--- config.mk ---
export PLATFORM = sky130hd
export DESIGN_NAME = mips_mem_arbiter
export DESIGN_NICKNAME = d
export VERILOG_FILES = /design/src/rtl/mips32_pkg.sv /design/src/rtl/mips_mem_arbiter.sv
export SDC_FILE = /design/constraint.sdc
export NUM_CORES = 1
export LEC_CHECK = 0
export ABC_AREA = 1
export ABC_CLOCK_PERIOD_IN_PS = 4400
export CELL_PAD_IN_SITES_DETAIL_PLACEMENT = 1
export CELL_PAD_IN_SITES_GLOBAL_PLACEMENT = 2
export CORE_MARGIN = 2
export CORE_UTILIZATION = 25
export DETAILED_ROUTE_END_ITERATION = 8
export MAX_ROUTING_LAYER = met4
export PLACE_DENSITY_LB_ADDON = 0.1
export SLEW_MARGIN = 0
export SYNTH_ARGS = -nofsm -noshare
export SYNTH_HDL_FRONTEND = slang
export SYNTH_SLANG_ARGS = --single-unit
--- constraint.sdc ---
create_clock -name clk -period 4.4 [get_ports clk]
set_input_delay 0.88 -clock clk [delete_from_list [all_inputs] [get_ports clk]]
set_output_delay 0.88 -clock clk [all_outputs]
set_load 0.05 [all_outputs]
--- src/rtl/mips32_pkg.sv ---
// Shared definitions for the MIPS32 pipeline and its memory arbiter.
package mips32_pkg;

  localparam int MEM_AW = 10;
  localparam int WORD_W = 32;

  typedef enum logic [1:0] {
    IDLE    = 2'd0,
    BUSY_IF = 2'd1,
    BUSY_DM = 2'd2
  } arb_state_e;

endpackage

--- src/rtl/mips_mem_arbiter.sv ---
// Serialises IF fetches and MEM-stage loads/stores onto the single shared
// variable-latency memory port, with starvation guard and access timeout.
module mips_mem_arbiter
  import mips32_pkg::*;
#(
  parameter int AW           = MEM_AW,
  parameter int DW           = WORD_W,
  parameter int TIMEOUT      = 16,
  parameter int STARVE_LIMIT = 4
) (
  input  logic          clk,
  input  logic          rst,
  input  logic          if_req,
  input  logic [AW-1:0] if_addr,
  output logic          if_ack,
  output logic [DW-1:0] if_rdata,
  input  logic          dm_req,
  input  logic          dm_we,
  input  logic [AW-1:0] dm_addr,
  input  logic [DW-1:0] dm_wdata,
  output logic          dm_ack,
  output logic [DW-1:0] dm_rdata,
  output logic          mem_req,
  output logic          mem_we,
  output logic [AW-1:0] mem_addr,
  output logic [DW-1:0] mem_wdata,
  input  logic          mem_ack,
  input  logic [DW-1:0] mem_rdata,
  output logic          pipe_stall,
  output logic          bus_err
);

  localparam int TW = $clog2(TIMEOUT) + 1;
  localparam int SW = $clog2(STARVE_LIMIT + 1);
  localparam logic [TW-1:0] TMO_LAST   = TW'(TIMEOUT - 1);
  localparam logic [SW-1:0] STARVE_MAX = SW'(STARVE_LIMIT);

  arb_state_e    state_q, state_d;
  logic          mem_req_q, mem_req_d;
  logic          mem_we_q, mem_we_d;
  logic [AW-1:0] mem_addr_q, mem_addr_d;
  logic [DW-1:0] mem_wdata_q, mem_wdata_d;
  logic          if_ack_q, if_ack_d;
  logic          dm_ack_q, dm_ack_d;
  logic [DW-1:0] if_rdata_q, if_rdata_d;
  logic [DW-1:0] dm_rdata_q, dm_rdata_d;
  logic          bus_err_q, bus_err_d;
  logic [SW-1:0] starve_q, starve_d;
  logic [TW-1:0] tmo_q, tmo_d;

  logic if_v_s, dm_v_s, grant_if_s, grant_dm_s;

  // A requester whose ack is visible this cycle still shows its old req.
  assign if_v_s = if_req & ~if_ack_q;
  assign dm_v_s = dm_req & ~dm_ack_q;

  // Next-state logic for arbitration, access sequencing and counters.
  always_comb begin
    state_d     = state_q;
    mem_req_d   = mem_req_q;
    mem_we_d    = mem_we_q;
    mem_addr_d  = mem_addr_q;
    mem_wdata_d = mem_wdata_q;
    if_ack_d    = 1'b0;
    dm_ack_d    = 1'b0;
    if_rdata_d  = if_rdata_q;
    dm_rdata_d  = dm_rdata_q;
    bus_err_d   = bus_err_q;
    starve_d    = starve_q;
    tmo_d       = tmo_q;
    grant_if_s  = 1'b0;
    grant_dm_s  = 1'b0;

    case (state_q)
      IDLE: begin
        tmo_d = {TW{1'b0}};
        if (if_v_s && (!dm_v_s || starve_q == STARVE_MAX)) begin
          grant_if_s = 1'b1;
        end else if (dm_v_s) begin
          grant_dm_s = 1'b1;
        end else begin
          grant_if_s = 1'b0;
        end

        if (grant_if_s) begin
          state_d     = BUSY_IF;
          mem_req_d   = 1'b1;
          mem_we_d    = 1'b0;
          mem_addr_d  = if_addr;
          mem_wdata_d = {DW{1'b0}};
          starve_d    = {SW{1'b0}};
        end else if (grant_dm_s) begin
          state_d     = BUSY_DM;
          mem_req_d   = 1'b1;
          mem_we_d    = dm_we;
          mem_addr_d  = dm_addr;
          mem_wdata_d = dm_wdata;
          if (if_v_s && starve_q != STARVE_MAX) begin
            starve_d = starve_q + SW'(1);
          end else if (!if_req) begin
            starve_d = {SW{1'b0}};
          end else begin
            starve_d = starve_q;
          end
        end else if (!if_req) begin
          starve_d = {SW{1'b0}};
        end else begin
          starve_d = starve_q;
        end
      end

      BUSY_IF, BUSY_DM: begin
        tmo_d = tmo_q + TW'(1);
        if (mem_ack || tmo_q == TMO_LAST) begin
          state_d   = IDLE;
          mem_req_d = 1'b0;
          tmo_d     = {TW{1'b0}};
          bus_err_d = bus_err_q | ~mem_ack;
          if (state_q == BUSY_IF) begin
            if_ack_d   = 1'b1;
            if_rdata_d = mem_ack ? mem_rdata : {DW{1'b0}};
          end else begin
            dm_ack_d = 1'b1;
            // Stores leave the last load result visible to the pipeline.
            if (!mem_we_q) begin
              dm_rdata_d = mem_ack ? mem_rdata : {DW{1'b0}};
            end else begin
              dm_rdata_d = dm_rdata_q;
            end
          end
        end else begin
          state_d = state_q;
        end
      end

      default: begin
        state_d   = IDLE;
        mem_req_d = 1'b0;
        tmo_d     = {TW{1'b0}};
      end
    endcase
  end

  // State and output registers; reset abandons any access in flight.
  always_ff @(posedge clk or posedge rst) begin
    if (rst) begin
      state_q     <= IDLE;
      mem_req_q   <= 1'b0;
      mem_we_q    <= 1'b0;
      mem_addr_q  <= {AW{1'b0}};
      mem_wdata_q <= {DW{1'b0}};
      if_ack_q    <= 1'b0;
      dm_ack_q    <= 1'b0;
      if_rdata_q  <= {DW{1'b0}};
      dm_rdata_q  <= {DW{1'b0}};
      bus_err_q   <= 1'b0;
      starve_q    <= {SW{1'b0}};
      tmo_q       <= {TW{1'b0}};
    end else begin
      state_q     <= state_d;
      mem_req_q   <= mem_req_d;
      mem_we_q    <= mem_we_d;
      mem_addr_q  <= mem_addr_d;
      mem_wdata_q <= mem_wdata_d;
      if_ack_q    <= if_ack_d;
      dm_ack_q    <= dm_ack_d;
      if_rdata_q  <= if_rdata_d;
      dm_rdata_q  <= dm_rdata_d;
      bus_err_q   <= bus_err_d;
      starve_q    <= starve_d;
      tmo_q       <= tmo_d;
    end
  end

  assign mem_req    = mem_req_q;
  assign mem_we     = mem_we_q;
  assign mem_addr   = mem_addr_q;
  assign mem_wdata  = mem_wdata_q;
  assign if_ack     = if_ack_q;
  assign dm_ack     = dm_ack_q;
  assign if_rdata   = if_rdata_q;
  assign dm_rdata   = dm_rdata_q;
  assign bus_err    = bus_err_q;
  assign pipe_stall = (if_req & ~if_ack_q) | (dm_req & ~dm_ack_q);

endmodule

; ---- Word-level counts from Yosys, hierarchy flattened
; Cells that the tools add are included.
[totals]
out_inout_bits = 112
in_bits = 90
reg_bits = 121
[classes]
n_addsub = 2
bitwise = 9
n_mux = 32
n_reduce_logical = 13
eq_ne = 7
[ops]
columns = cell, n
row1 = two-way mux 32 bit, 3
row2 = two-way mux 10 bit, 2
row3 = two-way mux 1 bit, 16
row4 = two-way mux 3 bit, 4
row5 = two-way mux 5 bit, 2
row6 = two-way mux 2 bit, 3
row7 = "inequality test 3 bit, second input constant", 2
row8 = AND reduction 2 bit, 3
row9 = "adder 5 x 1 -> 5 bit, second input constant", 1
row10 = "== test 5 x 4 -> 1 bit, second input constant", 1
row11 = inverter 1 bit, 5
row12 = case mux 2 bit (2 select lines), 1
row13 = AND reduction 4 bit, 1
row14 = "adder 3 x 1 -> 3 bit, second input constant", 1
row15 = "== test 3 bit, second input constant", 1
row16 = AND reduction 3 bit, 1
row17 = bitwise AND 1 bit, 2
row18 = "== test 2 x 1 -> 1 bit, second input constant", 1
row19 = "== test 2 bit, second input constant", 1
row20 = logical AND 1 bit, 2
row21 = zero test 2 bit, 1
row22 = logical OR 1 bit, 2
row23 = "inequality test 2 bit, second input constant", 1
row24 = bitwise OR 1 bit, 2
row25 = 4 further kinds, 4

; ---- Longest topological paths before layout
; Gate-level depths: netlist (run 1).
[logic_depth]
depth_word = 10
mapped_depth = 10
mapped_depth_nobuf = 9

; ---- Worst setup path before layout (run 1)
; Ideal clock, no wire load.
[synth_timing]
kind = in2out
start = input port dm_req
end = output port pipe_stall
path_slack_ns = 2.344
cell_stages = 2
n_path_buf = 0
t_arrival_ns = 1.176
cell_sequence = nand2_2 > nand2_2
[synth_between]
elab_chain_cells = 2
[synth_lines]
columns = item, line
row1 = from (decl), mips_mem_arbiter.sv:17  ; input logic dm_req,
row2 = bitwise AND 1 bit, mips_mem_arbiter.sv:184  ; assign pipe_stall = (if_req & ~if_ack_q) | (dm_req & ~dm_ack_q);
row3 = bitwise OR 1 bit, mips_mem_arbiter.sv:184
row4 = to (decl), mips_mem_arbiter.sv:29  ; output logic pipe_stall,
; No other way between the ends.

; ---- Worst setup path after layout (run 1)
[layout_timing]
start = input port if_req
end = output port pipe_stall
[layout_between]
elab_chain_cells = 2
[layout_lines]
columns = item, line
row1 = from (decl), mips_mem_arbiter.sv:13  ; input logic if_req,
row2 = bitwise AND 1 bit, mips_mem_arbiter.sv:184
row3 = bitwise OR 1 bit, mips_mem_arbiter.sv:184
; No other way between the ends.

==> results of run 1 <==
==> kinds of logic (layout without fill, tap and decap cells) <==
family,count (synthesis),in the layout,synth area share (%)
compound gates,73,73,9.450
xor+xnor,1,1,0.1688
fa+ha+maj,6,6,1.446
buf+inv,62,269,6.726
flops,121,121,58.34
simple gates,287,287,23.87
==> power breakdown <==
group,internal (mW),total (mW),switching [mW]
Sequential,1.60,1.87,0.273
Combinational,1.17,3.81,2.64
Clock,0.944,1.44,0.494
==> flip-flops by register name (all words and copies together), names as in the netlist, 2 cells and up <==
signal,count
dm_rdata,32
state_q,2
mem_wdata,32
mem_addr,10
if_rdata,32
starve_q,3
tmo_q,5
==> stage by stage <==
stage	cell area, um^2	hold slack, ps	util [%]
final	7975	461.2	39.29
after global routing	7975	483.0	39.29
after global placement	7370	445.5	36.30
after floorplan	5190	432.9	-
after CTS	7975	464.9	39.29
after detailed placement	7370	457.8	36.30
==> worst min path at each step <==
stage / startpoint / endpoint / slack [ps] / depth (start not counted)
final: tmo_q[0] / tmo_q[0] / 460 / 1
after global routing: tmo_q[0] / tmo_q[0] / 480 / 1
after CTS: tmo_q[0] / tmo_q[0] / 460 / 1
after detailed placement: tmo_q[0] / tmo_q[0] / 460 / 1
after global placement: tmo_q[0] / tmo_q[0] / 450 / 1
after floorplan: tmo_q[0] / tmo_q[0] / 430 / 1
==> per-layer routing <==
metal	global-route usage, %	vias to the layer above
met5	-	-
met2	26.97	120
met4	3.714	0
met1	21.19	2216
li1	-	2143
met3	5.460	7
==> cell usage after synthesis (2+ instances only) <==
cell        n  area [um^2]
o21ai_0    34        170.2
nor2_1      9        33.78
buf_4       4        30.03
dfrtp_1   121         3028
buf_6      11        123.9
nand2_2     4        25.02
buf_2      13        65.06
o21bai_1    2        15.01
o21ai_1     3        15.01
clkbuf_1    3        11.26
nand3b_1   10        75.07
ha_1        6        75.07
nand2_1   209        784.5
nand3_1    47        235.2
inv_1      29        108.9
a21oi_1     2        10.01
o21ai_2    32        280.3
==> layout by cell type, fill, tap and decap left out, drive strengths merged <==
cell type      synthesis  final
nand2                213    213
clkdlybuf4s50          0    201
dfrtp                121    121
o21ai                 69     69
nand3                 49     49
inv                   31     31
clkbuf                 3     23
nor2                  12     12
nand3b                10     10
ha                     6      6
buf                   28      6
clkinv                 0      4
bufinv                 0      3
a21oi                  2      2
o21bai                 2      2
nand4                  1      1
xor2                   1      1
nor3b                  1      1
or2                    1      1
clkinvlp               0      1
==> critical path, stage by stage <==
cell             delay [ps]
clkdlybuf4s50_1         530
nand2_2                 100
nand2_2                  90
clkdlybuf4s50_1         820
==> layout make-up <==
type                            count  area share (%)
Clock buffer                       23           6.119
Clock inverter                      8           1.475
Inverter                           31           1.522
Multi-Input combinational cell    367           22.73
Sequential cell                   121           37.97
Tap cell                          270           4.236
Timing Repair Buffer              207           25.95
==> impl_metrics.py, run 1 <==
metrics = {
    "run_status": {
        "outcome": "finished clean",
    },
    "worst_setup_path": {
        "worstSetupPathType": "input pin to output pin",
        "rrSetupSlack_ps": 1980,
        "worstPathMaxFanout": 4,
        "reg2reg_to": "dm_rdata[20]",
        "crit_path_end_kind": "output pin",
        "cp.required_ps": 3520,
        "rr_worst_depth": 9,
        "cp-start-kind": "input pin",
        "arrival_ps": 2430,
        "crit_start": "if_req",
        "crit_path_end": "pipe_stall",
        "rr_startpoint": "tmo_q[0]",
    },
    "clock_tree": {
        "postCtsSetupBuffers": 0,
        "clk_latency_ps": 410,
        "numCtsBuffers": 17,
        "root_buffer": "clkbuf_16",
        "htreeDepth": 4,
        "clkTransAtPathRegs_ps": 50,
        "tritoncts": "yes",
        "cts_num_sinks": 121,
        "cts_buffer_depth": 2,
        "cts-hold-fix-buffers": 0,
        "cts_resized": 0,
    },
    "placed_design": {
        "io_buffers": 201,
        "post-place-ws_ps": 1081,
        "place_inst": 996,
        "gp_congestion": 0.7424,
        "dpl.hpwl_um": 11760,
    },
    "route": {
        "maxUsedRoutingLayer": "met4",
        "routedWlPerCell_um": 16.89,
        "drt-vias-per-instance": 4.368,
        "wl_um": 17350,
        "drc": 0,
        "drt_first_pass_iters": 4,
        "ant_nets": 0,
        "vias": 4486,
        "dr_wl_met3_um": 1025,
        "wl_met1_um": 7853,
        "met2WireLength_um": 8346,
        "drtIter0Drc": 158,
    },
    "sta": {
        "rsz0062_at_grt": "false",
        "worst_pin_slew_ps": 1022,
        "period_share_pct": 75.24,
        "hold_viol_final": 0,
        "setup-violations-final": 0,
        "slew_violations": 0,
        "fin_crit_ps": 3310,
        "fin_ws_ps": 1090,
        "relSlewSlack_pct": 31.85,
        "fin_tns_setup_ps": 0,
        "fmax_ghz": 0.3021,
        "clock_skew_ps": 9.715,
    },
    "synth": {
        "ys.flop_type": "dfrtp_1",
        "synth_cell_types": 28,
        "synth_edf_count": 0,
        "async_reset_ff_share_pct": 100.0,
        "ys_ff_latch": 121,
        "synth.avg_cell_area_um2": 9.436,
        "syn-cell-area_mm2": 0.005190,
        "syn_inst": 550,
        "ys_seq_area_share_pct": 58.34,
        "synth_nets": 646,
        "ys_warn_count": 0,
    },
    "pwr": {
        "vdd_ir_drop_max_uv": 351.7,
        "total_power_mw": 7.119,
        "p_leak_nw": 3.675,
        "power_density_mw_per_mm2": 892.7,
    },
    "global_routing": {
        "grt_pass1_vias": 4954,
        "grt_first_pass_wirelength_um": 27860,
        "antenna_found_initial": 0,
        "grt_overflow": 0,
        "grt.total_usage_pct": 16.93,
        "grt_max_degree": 79,
    },
    "worst_hold_path": {
        "min_path_type": "register to register",
    },
    "finish": {
        "syn_to_final_growth_pct": 53.66,
        "multi_input_comb_area_mm2": 0.001813,
        "seqCellArea_mm2": 0.003028,
        "final_cells": 1027,
        "fin_nets": 841,
        "fill_cells": 2319,
        "diodes": 0,
        "drive_above_1_share_pct": 10.57,
    },
    "floorplan": {
        "rows": 52,
        "core_mm2": 0.02030,
        "fp.dieH_um": 148.1,
        "dieArea_mm2": 0.02193,
        "die_width_um": 148.1,
        "ios": 202,
        "start_util_pct": 25.57,
    },
    "run": {
        "cap_violations": 0,
    },
}
No activity file was read; power rests on OpenSTA's default activity.
==> run 2, diff against run 1 <==
Settings changed: ABC_CLOCK_PERIOD_IN_PS 4400 to 3100.
Clock period 4.4 ns to 3.1 ns, I/O delays scaled along.
==> run 2 against run 1 <==
Effect of this change: clock skew rose by 2.1 ps; largest power group unchanged; critical path depth increased by 6; via count fell by 0.11%; worst hold slack better by 15 ps; critical path type is now register to register; first-iteration DRC count is 11% higher; flip-flop and latch count unchanged; highest routed layer unchanged; critical endpoint is now dm_rdata[17]; final cell count grew 0.29%; die area unchanged; non-clock buffer count is 2 higher; sequential share of layout area shrank 0.17 points.
==> impl_metrics.py, run 2 (synthesis results as in run 1) <==
metrics = {
    "run_status": {
        "outcome": "finished clean",
    },
    "finish": {
        "syn_to_final_growth_pct": 54.36,
        "multi_input_comb_area_mm2": 0.001813,
        "drive_above_1_share_pct": 11.32,
        "final_common_cell": "nand2_1",
        "fill_cells": 2301,
        "final_cells": 1030,
        "seqCellArea_mm2": 0.003028,
        "diodes": 0,
        "mostFrequentLayoutCells": "nand2_1 (209), clkdlybuf4s50_1 (200), dfrtp_1 (121)",
        "fin_nets": 843,
    },
    "route": {
        "drt-vias-per-instance": 4.350,
        "routedWlPerCell_um": 16.76,
        "vias": 4481,
        "drt_first_pass_iters": 4,
        "drc": 0,
        "wl_um": 17260,
        "drtIter0Drc": 176,
        "ant_nets": 0,
    },
    "clock_tree": {
        "cts_num_sinks": 121,
        "cts_buffer_depth": 2,
        "root_buffer": "clkbuf_16",
        "clk_latency_ps": 420,
        "clkTransAtPathRegs_ps": 60,
        "cts-hold-fix-buffers": 0,
        "numCtsBuffers": 17,
        "tritoncts": "yes",
        "postCtsSetupBuffers": 0,
        "htreeDepth": 4,
        "cts_resized": 0,
    },
    "worst_setup_path": {
        "worstPathMaxFanout": 64,
        "cp_num_buf_inv": 1,
        "crit_path_max_incr_delay_ps": 670,
        "crit_chain": "ha_1 > nand2_1 > nor2_1 > ha_1 > nor2_8 > nor2_4 > nand3_4 > buf_4 > nand2_1 > o21ai_2",
        "cp-start-kind": "register",
        "cp_slowest_cell": "buf_4",
        "critPathTopFamily": "buffers and inverters",
        "worstSetupPathType": "register to register",
        "arrival_ps": 2600,
        "crit_path_end_kind": "register",
        "cp.required_ps": 3430,
    },
    "floorplan": {
        "die_width_um": 148.1,
        "fp.dieH_um": 148.1,
        "ios": 202,
        "core_mm2": 0.02030,
        "dieArea_mm2": 0.02193,
        "rows": 52,
        "start_util_pct": 25.57,
    },
    "placed_design": {
        "gp_congestion": 0.7454,
        "place_inst": 998,
        "post-place-ws_ps": 638.5,
        "dpl.hpwl_um": 11730,
        "io_buffers": 201,
    },
    "global_routing": {
        "grt_first_pass_wirelength_um": 28250,
        "antenna_found_initial": 0,
        "grt_max_degree": 65,
        "grt.total_usage_pct": 16.88,
        "grt_overflow": 0,
        "grt_pass1_vias": 5001,
    },
    "sta": {
        "setup-violations-final": 0,
        "fin_tns_setup_ps": 0,
        "clock_skew_ps": 11.86,
        "period_share_pct": 73.28,
        "worst_pin_slew_ps": 844.1,
        "fmax_ghz": 0.4402,
        "rsz0062_at_grt": "false",
        "relSlewSlack_pct": 43.72,
        "fin_ws_ps": 828.4,
        "hold_viol_final": 0,
        "fin_crit_ps": 2272,
        "slew_violations": 0,
    },
    "run": {
        "cap_violations": 0,
    },
    "pwr": {
        "power_density_mw_per_mm2": 1262,
        "vdd_ir_drop_max_uv": 415.7,
        "p_leak_nw": 3.673,
    },
    "worst_hold_path": {
        "min_path_type": "register to register",
    },
}
-- run 2: changes by cell type in the layout (fill, tap and decap cells not counted), sizes merged --
cell and delta:
buf +3, clkdlybuf4s50 -1, clkinvlp +5, clkbuf -6, clkinv +2
-- run 2: path summary, 6_finish.rpt --
path                       cells past startpoint      endpoint  slack (ps)      from
min in group asynchronous                      2  if_rdata[24]         550       rst
setup / recovery                              10  dm_rdata[17]         830  tmo_q[0]
hold / removal                                 2       mem_req         480   mem_req
setup reg to reg                              10  dm_rdata[17]         830  tmo_q[0]
max in group asynchronous                      3      tmo_q[4]        1900       rst
hold reg to reg                                2       mem_req         480   mem_req
-- run 2: per-stage QoR --
stage / util [%] / hold WS (ps) / power, mW / cell area [um^2]
CTS: 39.47 / 480.2 / 10.26 / 8011
finish: 39.47 / 476.7 / 10.11 / 8011
global route: 39.47 / 499.7 / 10.71 / 8011
global placement: 36.50 / 449.5 / 8.063 / 7408
floorplan: - / 432.9 / 6.278 / 5194
detailed placement: 36.50 / 464.7 / 8.172 / 7408
-- run 2: where the power goes --
part	internal, mW	switching (mW)
Combinational	1.67	3.75
Sequential	2.27	0.392
Clock	1.26	0.764
-- run 2: metal layers --
layer | GRT usage (%) | wire (um)
met4 | 5.143 | 268
met3 | 3.896 | 882
met2 | 26.85 | 8338
met1 | 21.55 | 7772
met5 | - | 0
-- run 2: worst register-to-register path, stage by stage (launching register included) --
cell     delay (ps)
dfrtp_1         400
ha_1            220
nand2_1          90
nor2_1           50
ha_1            230
nor2_8          150
nor2_4           50
nand3_4          40
buf_4           670
nand2_1         190
o21ai_2         100
-- run 2: cell type report --
class	instances	share of cell area, %
Inverter	31	1.531
Multi-Input combinational cell	367	22.63
Timing Repair Buffer	209	26.30
Clock buffer	17	5.310
Clock inverter	15	2.218
Tap cell	270	4.217
Sequential cell	121	37.79
==> run 3, diff against run 2 <==
Settings changed: ABC_CLOCK_PERIOD_IN_PS 3100 to 2200.
Clock period 3.1 ns to 2.2 ns, I/O delays scaled along.
==> run 3 against run 2 <==
Effect of this change: wire length shrank 2.0%; combinational power rose by 42%; largest cell class unchanged; critical path type is now register to output pin; flip-flop and latch count is the same.
==> impl_metrics.py, run 3 (synthesis results as in run 1) <==
metrics = {
    "finish": {
        "syn_to_final_growth_pct": 55.79,
        "diodes": 0,
        "stdcell_area_mm2": 0.008085,
        "final_common_cell": "nand2_1",
        "fin_nets": 846,
        "mostFrequentLayoutCells": "nand2_1 (209), clkdlybuf4s50_1 (200), dfrtp_1 (121)",
        "fin_util_pct": 39.83,
        "drive_above_1_share_pct": 11.66,
    },
    "pwr": {
        "switching_share_pct": 48.25,
        "combPwrFrac_pct": 53.6,
        "p_leak_nw": 3.718,
        "total_power_mw": 14.35,
        "vdd_ir_drop_max_uv": 603.0,
        "clkPwrFrac_pct": 20.2,
        "pwr-share-seq_pct": 26.2,
        "internal_power_mw": 7.428,
        "switchingPower_mw": 6.925,
        "power_density_mw_per_mm2": 1775,
    },
    "clock_tree": {
        "cts_num_sinks": 121,
        "clkTransAtPathRegs_ps": 60,
        "postCtsSetupBuffers": 0,
        "htreeDepth": 4,
        "cts_buffer_depth": 2,
        "numCtsBuffers": 17,
        "root_buffer": "clkbuf_16",
        "cts-hold-fix-buffers": 0,
        "tritoncts": "yes",
        "clk_latency_ps": 410,
        "cts_resized": 0,
    },
    "worst_setup_path": {
        "critPathTopFamily": "buffers and inverters",
        "rr_worst_depth": 10,
        "cp.depth": 1,
        "crit_path_max_incr_delay_ps": 840,
        "cp-start-kind": "register",
        "crit_start": "if_ack",
        "crit_chain": "clkdlybuf4s50_1",
        "rr_startpoint": "tmo_q[0]",
        "crit_path_end_kind": "output pin",
        "worstSetupPathType": "register to output pin",
        "cp_num_buf_inv": 1,
        "cp.required_ps": 1760,
        "cp_slowest_cell": "clkdlybuf4s50_1",
        "arrival_ps": 1700,
        "worstPathMaxFanout": 3,
    },
    "floorplan": {
        "dieArea_mm2": 0.02193,
        "die_width_um": 148.1,
        "core_mm2": 0.02030,
        "start_util_pct": 25.57,
        "ios": 202,
        "rows": 52,
        "fp.dieH_um": 148.1,
    },
    "run": {
        "cap_violations": 0,
    },
    "route": {
        "ant_nets": 0,
        "routedWlPerCell_um": 16.37,
        "drt-vias-per-instance": 4.300,
        "wl_um": 16910,
        "drt_first_pass_iters": 4,
        "drtIter0Drc": 124,
        "vias": 4442,
        "drc": 0,
    },
    "sta": {
        "fin_ws_ps": 64.67,
        "slew_violations": 0,
        "clock_skew_ps": 11.68,
        "fin_tns_setup_ps": 0,
        "fin_crit_ps": 2135,
        "fmax_ghz": 0.4683,
        "period_share_pct": 97.06,
        "hold_viol_final": 0,
        "worst_pin_slew_ps": 575.4,
        "relSlewSlack_pct": 61.52,
        "rsz0062_at_grt": "false",
        "setup-violations-final": 0,
    },
    "placed_design": {
        "post-place-ws_ps": 83.90,
        "gp_congestion": 0.7182,
        "dpl.hpwl_um": 11780,
        "io_buffers": 201,
        "place_area_mm2": 0.007468,
    },
    "global_routing": {
        "grt_pass1_vias": 4830,
        "grt.total_usage_pct": 16.31,
        "grt_overflow": 0,
        "grt_first_pass_wirelength_um": 26980,
        "grt_max_degree": 80,
        "antenna_found_initial": 0,
    },
    "worst_hold_path": {
        "min_path_type": "register to register",
        "min_path_cells": 1,
        "min_from": "tmo_q[0]",
    },
    "run_status": {
        "outcome": "finished clean",
    },
}
==> run 3: cell count changes in the layout (fill, tap and decap cells not counted), sizes merged <==
| cell | before | now |
|---|---|---|
| buf | 9 | 12 |
| clkinvlp | 6 | 3 |
| clkinv | 6 | 5 |
| inv | 31 | 35 |
==> run 3: worst register-to-register path: stages (launching register included) <==
cell	delay (ps)
dfrtp_1	400
ha_1	220
nand2_1	80
nor2_1	40
ha_1	230
nor2_8	160
nor2_4	60
nand3_4	60
buf_12	320
nand2_1	160
o21ai_2	70
==> run 3: routing by layer <==
| layer | vias up | GRT usage (%) | wire length (um) |
|---|---|---|---|
| li1 | 2157 | - | - |
| met1 | 2149 | 21.28 | 7792 |
| met2 | 118 | 25.67 | 8127 |
| met3 | 18 | 3.497 | 782 |
| met4 | 0 | 4.810 | 212 |
| met5 | - | - | 0 |
==> run 3: final timing paths <==
| kind | end | slack (ps) |
|---|---|---|
| worst max-delay path | if_ack | 60 |
| max in group asynchronous | tmo_q[3] | 1280 |
| worst max register to register | dm_rdata[21] | 330 |
| worst min-delay path | tmo_q[0] | 470 |
| worst min register to register | tmo_q[0] | 470 |
| min in group asynchronous | dm_rdata[20] | 490 |
==> run 3: final cells by class <==
class,count,area [um^2]
flip-flops and latches,121,3028
clock inverters,15,188.9
multi-input cells,367,1813
well taps,270,337.8
repair buffers,212,2167
inverters,31,125.1
clock buffers,17,425.4
fillers,2301,12210
==> run 3: power groups by stage <==
stage	sequential [mW]	combinational, mW	clock [mW]
detailed placement	3.79	7.79	0
global route	3.89	8.19	3.10
global placement	3.77	7.69	0
CTS	3.78	7.82	2.99
finish	3.76	7.69	2.90
floorplan	6.94	1.91	0
==> run 3: per-stage QoR <==
| step | hold WS [ps] | std cells |
|---|---|---|
| 2_1_floorplan | 432.9 | 550 |
| 3_3_place_gp | 444.6 | 1001 |
| 3_5_place_dp | 463.6 | 1001 |
| 4_1_cts | 472.0 | 1033 |
| 5_1_grt | 492.4 | 1033 |
| 6_report | 469.7 | 1033 |
